[config.mk]
export PLATFORM = sky130hd
export DESIGN_NAME = weyl_stream_decoder
export DESIGN_NICKNAME = d
export VERILOG_FILES = /design/src/rtl/weyl_stream_decoder.sv
export SDC_FILE = /design/constraint.sdc
export NUM_CORES = 1
export LEC_CHECK = 0
export BUFFER_PORTS_ARGS = -buffer_cell sky130_fd_sc_hd__buf_4
export CAP_MARGIN = 20
export CORE_MARGIN = 2
export CORE_UTILIZATION = 45
export DETAILED_ROUTE_END_ITERATION = 8
export GPL_ROUTABILITY_DRIVEN = 1
export GPL_TIMING_DRIVEN = 0
export HOLD_SLACK_MARGIN = 0.1
export REMOVE_ABC_BUFFERS = 1
export SYNTH_ARGS = -nofsm -noshare
export SYNTH_HDL_FRONTEND = slang
export SYNTH_SLANG_ARGS = --single-unit
[constraint.sdc]
create_clock -name clk -period 4.2 [get_ports clk]
set_clock_uncertainty 0.05 [all_clocks]
set_input_delay 0.42 -clock clk [delete_from_list [all_inputs] [get_ports clk]]
set_output_delay 0.42 -clock clk [all_outputs]
set_load 0.05 [all_outputs]
[src/rtl/weyl_stream_decoder.sv]
// rtl/weyl_stream_decoder.sv - recovers the quota from a Weyl-permuted unary bitstream and flags malformed frames
module weyl_stream_decoder #(
    parameter int BITSTREAM = 64,
    parameter int BASE      = 61,
    parameter int STRIDE    = 17
) (
    input  logic                         clk,
    input  logic                         rst_n,
    input  logic                         abort,
    input  logic                         in_valid,
    input  logic                         in_bit,
    output logic                         in_ready,
    output logic                         out_valid,
    input  logic                         out_ready,
    output logic [$clog2(BITSTREAM):0]   quota_num,
    output logic                         quota_err
);
    localparam int PW = $clog2(BITSTREAM);
    localparam int CW = PW + 1;

    function automatic int inv_mod(input int s, input int n);
        int r;
        r = 0;
        for (int x = 0; x < n; x++) begin
            if (((s * x) % n) == 1) r = x;
        end
        return r;
    endfunction

    localparam int INV_STRIDE = inv_mod(STRIDE % BITSTREAM, BITSTREAM);
    localparam int I0 = ((BITSTREAM - (BASE % BITSTREAM)) * INV_STRIDE) % BITSTREAM;
    localparam logic [PW-1:0] INV_P = PW'(INV_STRIDE);
    localparam logic [PW-1:0] I0_P  = PW'(I0);
    localparam logic [PW-1:0] LAST_POS = PW'(BITSTREAM - 1);

    if (STRIDE % 2 == 0) begin : g_stride_check
        $error("weyl_stream_decoder: STRIDE must be odd");
    end

    typedef enum logic {COLLECT, HOLD} state_t;

    state_t          state;
    logic [PW-1:0]   pos;
    logic [PW-1:0]   idx;
    logic [PW-1:0]   max_idx;
    logic [CW-1:0]   count;

    logic [CW-1:0]   count_nxt;
    logic [PW-1:0]   max_nxt;
    logic            err_nxt;

    // in_ready must drop in the same cycle abort is raised, so it cannot be registered
    assign in_ready = (state == COLLECT) && !abort;

    always_comb begin
        count_nxt = count + CW'(in_bit);
        max_nxt   = max_idx;
        if (in_bit && (idx > max_idx)) max_nxt = idx;
        // distinct indices with max == count-1 means they are exactly 0..count-1
        err_nxt   = (count_nxt != '0) && (({1'b0, max_nxt} + CW'(1)) != count_nxt);
    end

    always_ff @(posedge clk or negedge rst_n) begin
        if (!rst_n) begin
            state     <= COLLECT;
            pos       <= '0;
            idx       <= I0_P;
            count     <= '0;
            max_idx   <= '0;
            out_valid <= 1'b0;
            quota_num <= '0;
            quota_err <= 1'b0;
        end else begin
            case (state)
                COLLECT: begin
                    if (abort) begin
                        pos     <= '0;
                        idx     <= I0_P;
                        count   <= '0;
                        max_idx <= '0;
                    end else if (in_valid) begin
                        pos     <= pos + PW'(1);
                        idx     <= idx + INV_P;
                        count   <= count_nxt;
                        max_idx <= max_nxt;
                        if (pos == LAST_POS) begin
                            state     <= HOLD;
                            out_valid <= 1'b1;
                            quota_num <= count_nxt;
                            quota_err <= err_nxt;
                        end
                    end
                end
                HOLD: begin
                    if (out_ready) begin
                        state     <= COLLECT;
                        out_valid <= 1'b0;
                        pos       <= '0;
                        idx       <= I0_P;
                        count     <= '0;
                        max_idx   <= '0;
                    end
                end
                default: state <= COLLECT;
            endcase
        end
    end
endmodule

==> reports/summary.md <==
## Min path
• primary input to flop — path class of the lowest-slack min-delay path
• 2 — Hold Path Stages

## Die
• 4630 µm² — Placeable Area
• 16 — I/O pins
• 72.8 µm — horizontal die dimension
• 25 — Rows
• 5290 µm² — Die Outline Area
• 45.9% — Starting Density
• 72.8 µm — vertical die dimension

## Timing
• no — setup repair after global routing missed its margin
• 34.7% — Relative slew margins
• 0.976 ns — slew at the pin with the worst max-slew slack
• 0 ns — Fin Setup TNS
• 0 — Hold Vio Cnt, Final
• 0 — endpoints failing setup
• 3.89 ns — minimum clock period
• 0 — number of pins with negative max-slew slack in the final report
• 257 MHz — maximum frequency from static timing analysis
• 0.268 ns — Min Hold Slack
• 92.6% — period utilisation layout

## Setup path
• 19 — Critical Path Fanout Max
• flop to flop — WS Path Type
• flop — category of the worst setup path launch point
• 4.31 ns — Crit path required time
• idx[0]$_DFFE_PN1P_ — launching point of the worst reg2reg path
• 0.31 ns — reg2reg setup slack
• quota_err$_DFFE_PN0P_ — R2R Path End
• quota_err$_DFFE_PN0P_ — end of the critical path
• 4.00 ns — WP data arrival
• flop — capturing element type of the critical path
• idx[0]$_DFFE_PN1P_ — critical path launch point
• 14 — worst r2r path cells

## Clocking
• 5 — number of CTS-inserted buffers
• 0.07 ns — register clock-pin slew on the reported worst setup and hold paths
• done — CTS tree
• 0.29 ns — Clk Latency, worst-skew pair
• 2 — Longest Clk Path Bufs
• clkbuf_8 — clock tree root driver cell
• 0 — post-CTS setup-driven buffer insertion count
• 2 — maximum level of the CTS H-tree
• 35 — TritonCTS sink count

## Pwr
• 1.05 nW — leakage power of the design
• 352 nW/µm² — Power Dens Cells
• 0.837 mW — power after layout
• 0.257 mV — Max rail drop VDD

## Cells and area
• 292 — final standard cell count with taps included and fillers excluded
• 11.6% — area added between synthesis and finish
• 15.1% — fraction of layout instances using a drive strength above 1
• 51.3% — Util after Layout
• 254 — final-stage net count
• 0 — diode count

## Synthesis
• 2130 µm² — Post-Syn Area
• 35 — flip-flop and latch count after synthesis
• dfrtp_1 — ys flop type
• 9.58 µm² — average size of a mapped cell
• 222 — cell count after synthesis
• 100% — proportion of synthesized flip-flops having asynchronous set or reset
• 47 — synth unique cells
• 0 — number of warnings printed during yosys synthesis
• 41.4% — part of the Yosys area used for sequential elements
• 0 — Post-synth EDFFs

## Detailed routing
• 1641 — Vias
• 0 — Antenna Nets Post-Route
• 0 — DRC errors left
• 133 — drt initial violations
• 5.62 — via/cell ratio
• 4430 µm — total wire length
• 15.2 µm — WL per Instance
• 4 — first-pass detailed-route iteration total

## Global routing
• 19.4% — total global routing track utilization
• 7800 µm — wire length of the first global-routing pass
• 1569 — number of global-route vias before repair
• 36 — largest net degree at the start of global routing
• 0 — number of antenna violations at the first check in global routing
• 0 — GRT Residual Overflow

## Outcome
• finished clean — status

## Place
• 3230 µm — half-perimeter wire length of the detailed placement result
• 283 — cell total after placement
• 15 — number of buffers added on ports
• 0.797 — routability-driven placement congestion ratio

## Flow run
• 0 — Max Cap Violations

==> cell families (layout without fill, tap and decap cells) <==
group / count (synthesis) / in the layout / share of synthesized area, %
simple gates: 79 / 79 / 18.2
compound gates: 55 / 55 / 18.5
flops: 35 / 35 / 41.4
xor+xnor: 16 / 16 / 6.59
buf+inv: 16 / 32 / 3.65
fa+ha+maj: 11 / 11 / 6.47
mux: 10 / 10 / 5.29
==> through the flow <==
step           setup WS [ns]  instance area (µm²)
2_1_floorplan          0.512                 2080
3_3_place_gp          0.0441                 2260
3_5_place_dp          0.0723                 2260
4_1_cts               0.0680                 2370
5_1_grt               0.0475                 2370
6_report               0.311                 2370
==> per-layer routing <==
layer  global-route usage [%]  part of all wire (%)
met5                        0                     0
met4                     6.79                   1.4
met3                     3.45                   2.6
met2                     28.6                    43
met1                     28.7                    53
==> how the worst min path moves through the flow <==
stage,startpoint,endpoint,slack [ns]
after floorplan,rst_n,count[0]$_DFFE_PN0P_,0.07
after global placement,rst_n,quota_num[4]$_DFFE_PN0P_,0.35
after detailed placement,rst_n,quota_num[4]$_DFFE_PN0P_,0.36
after CTS,abort,pos[4]$_DFFE_PN0P_,0.26
after global routing,abort,pos[4]$_DFFE_PN0P_,0.27
final,abort,pos[4]$_DFFE_PN0P_,0.27
==> cells in the final DEF, fill, tap and decap left out, types with 3 or more instances in the layout <==
cell      synthesis  layout
dfrtp_1          32      32
nand2_1          24      24
nor2_1           21      21
buf_4             0      15
xor2_1           12      12
o21ai_0          11      11
ha_1             11      11
nand3_1          10      10
a22o_1            9       9
inv_1             8       8
a21oi_1           8       8
nand2b_1          7       7
clkbuf_8          0       7
and2_1            4       4
xnor2_1           4       4
mux2_1            3       3
o21ai_1           3       3
mux2_2            3       3
o31ai_1           3       3
mux2i_1           3       3
nor4_1            3       3
dfstp_2           3       3
==> area by class of cell <==
class,count,area (µm²)
clock buffer,7,96.3
tap,54,67.6
sequential,35,880
timing repair buffer,16,123
inverter,8,30.0
clock inverter,1,7.51
fill,453,2250
multi-input combinational,171,1170
==> Yosys cell counts (2+ instances only) <==
library cell	n	area, µm²
o211ai_1	2	15.0
o311ai_0	2	17.5
nor2_1	21	78.8
nor3_2	2	20.0
nor4_1	3	18.8
ha_1	11	138
a21oi_1	8	40.0
xnor2_1	4	35.0
clkbuf_1	3	11.3
dfrtp_1	32	801
mux2_2	3	33.8
buf_6	2	22.5
o31a_1	2	17.5
xor2_1	12	105
and2_1	4	25.0
a22o_1	9	78.8
a21o_1	2	15.0
o21ai_1	3	15.0
buf_2	2	10.0
o21ai_0	11	55.1
dfstp_2	3	78.8
nor3_1	2	10.0
mux2_1	3	33.8
nand4_1	2	12.5
o31ai_1	3	22.5
mux2i_1	3	30.0
inv_1	8	30.0
nand2b_1	7	43.8
o21a_1	2	15.0
nand3_1	10	50.1
a41oi_1	2	17.5
nand2_1	24	90.1
==> power by group <==
part	internal, mW	switching, mW
Combinational	0.0720	0.108
Clock	0.149	0.125
Sequential	0.356	0.0257
Total	0.577	0.259
==> timing repair <==
item / CTS / global route
endpoints found under the setup margin: 0 / 1
hold buffers: 1 / 0
resized for setup: 0 / 1
endpoints found under the hold margin: 32 / 0
==> flip-flops by register name (all words and copies together) (netlist names) <==
signal	cells
count	7
quota_num	7
idx	6
max_idx	6
pos	6
out_valid	1
quota_err	1
state	1
==> worst max-delay path, cell delays in order, from the launching register on <==
cell,delay (ns)
dfstp_2,0.60
inv_1,0.10
ha_1,0.19
nand2b_1,0.17
a21oi_2,0.24
o31a_2,0.43
mux2_1,0.39
ha_1,0.26
and4_1,0.26
o2111a_1,0.15
o31a_1,0.12
o31ai_1,0.24
a221oi_1,0.13
o41ai_2,0.34
o21ai_1,0.09
(Power assumes the default switching activity.)
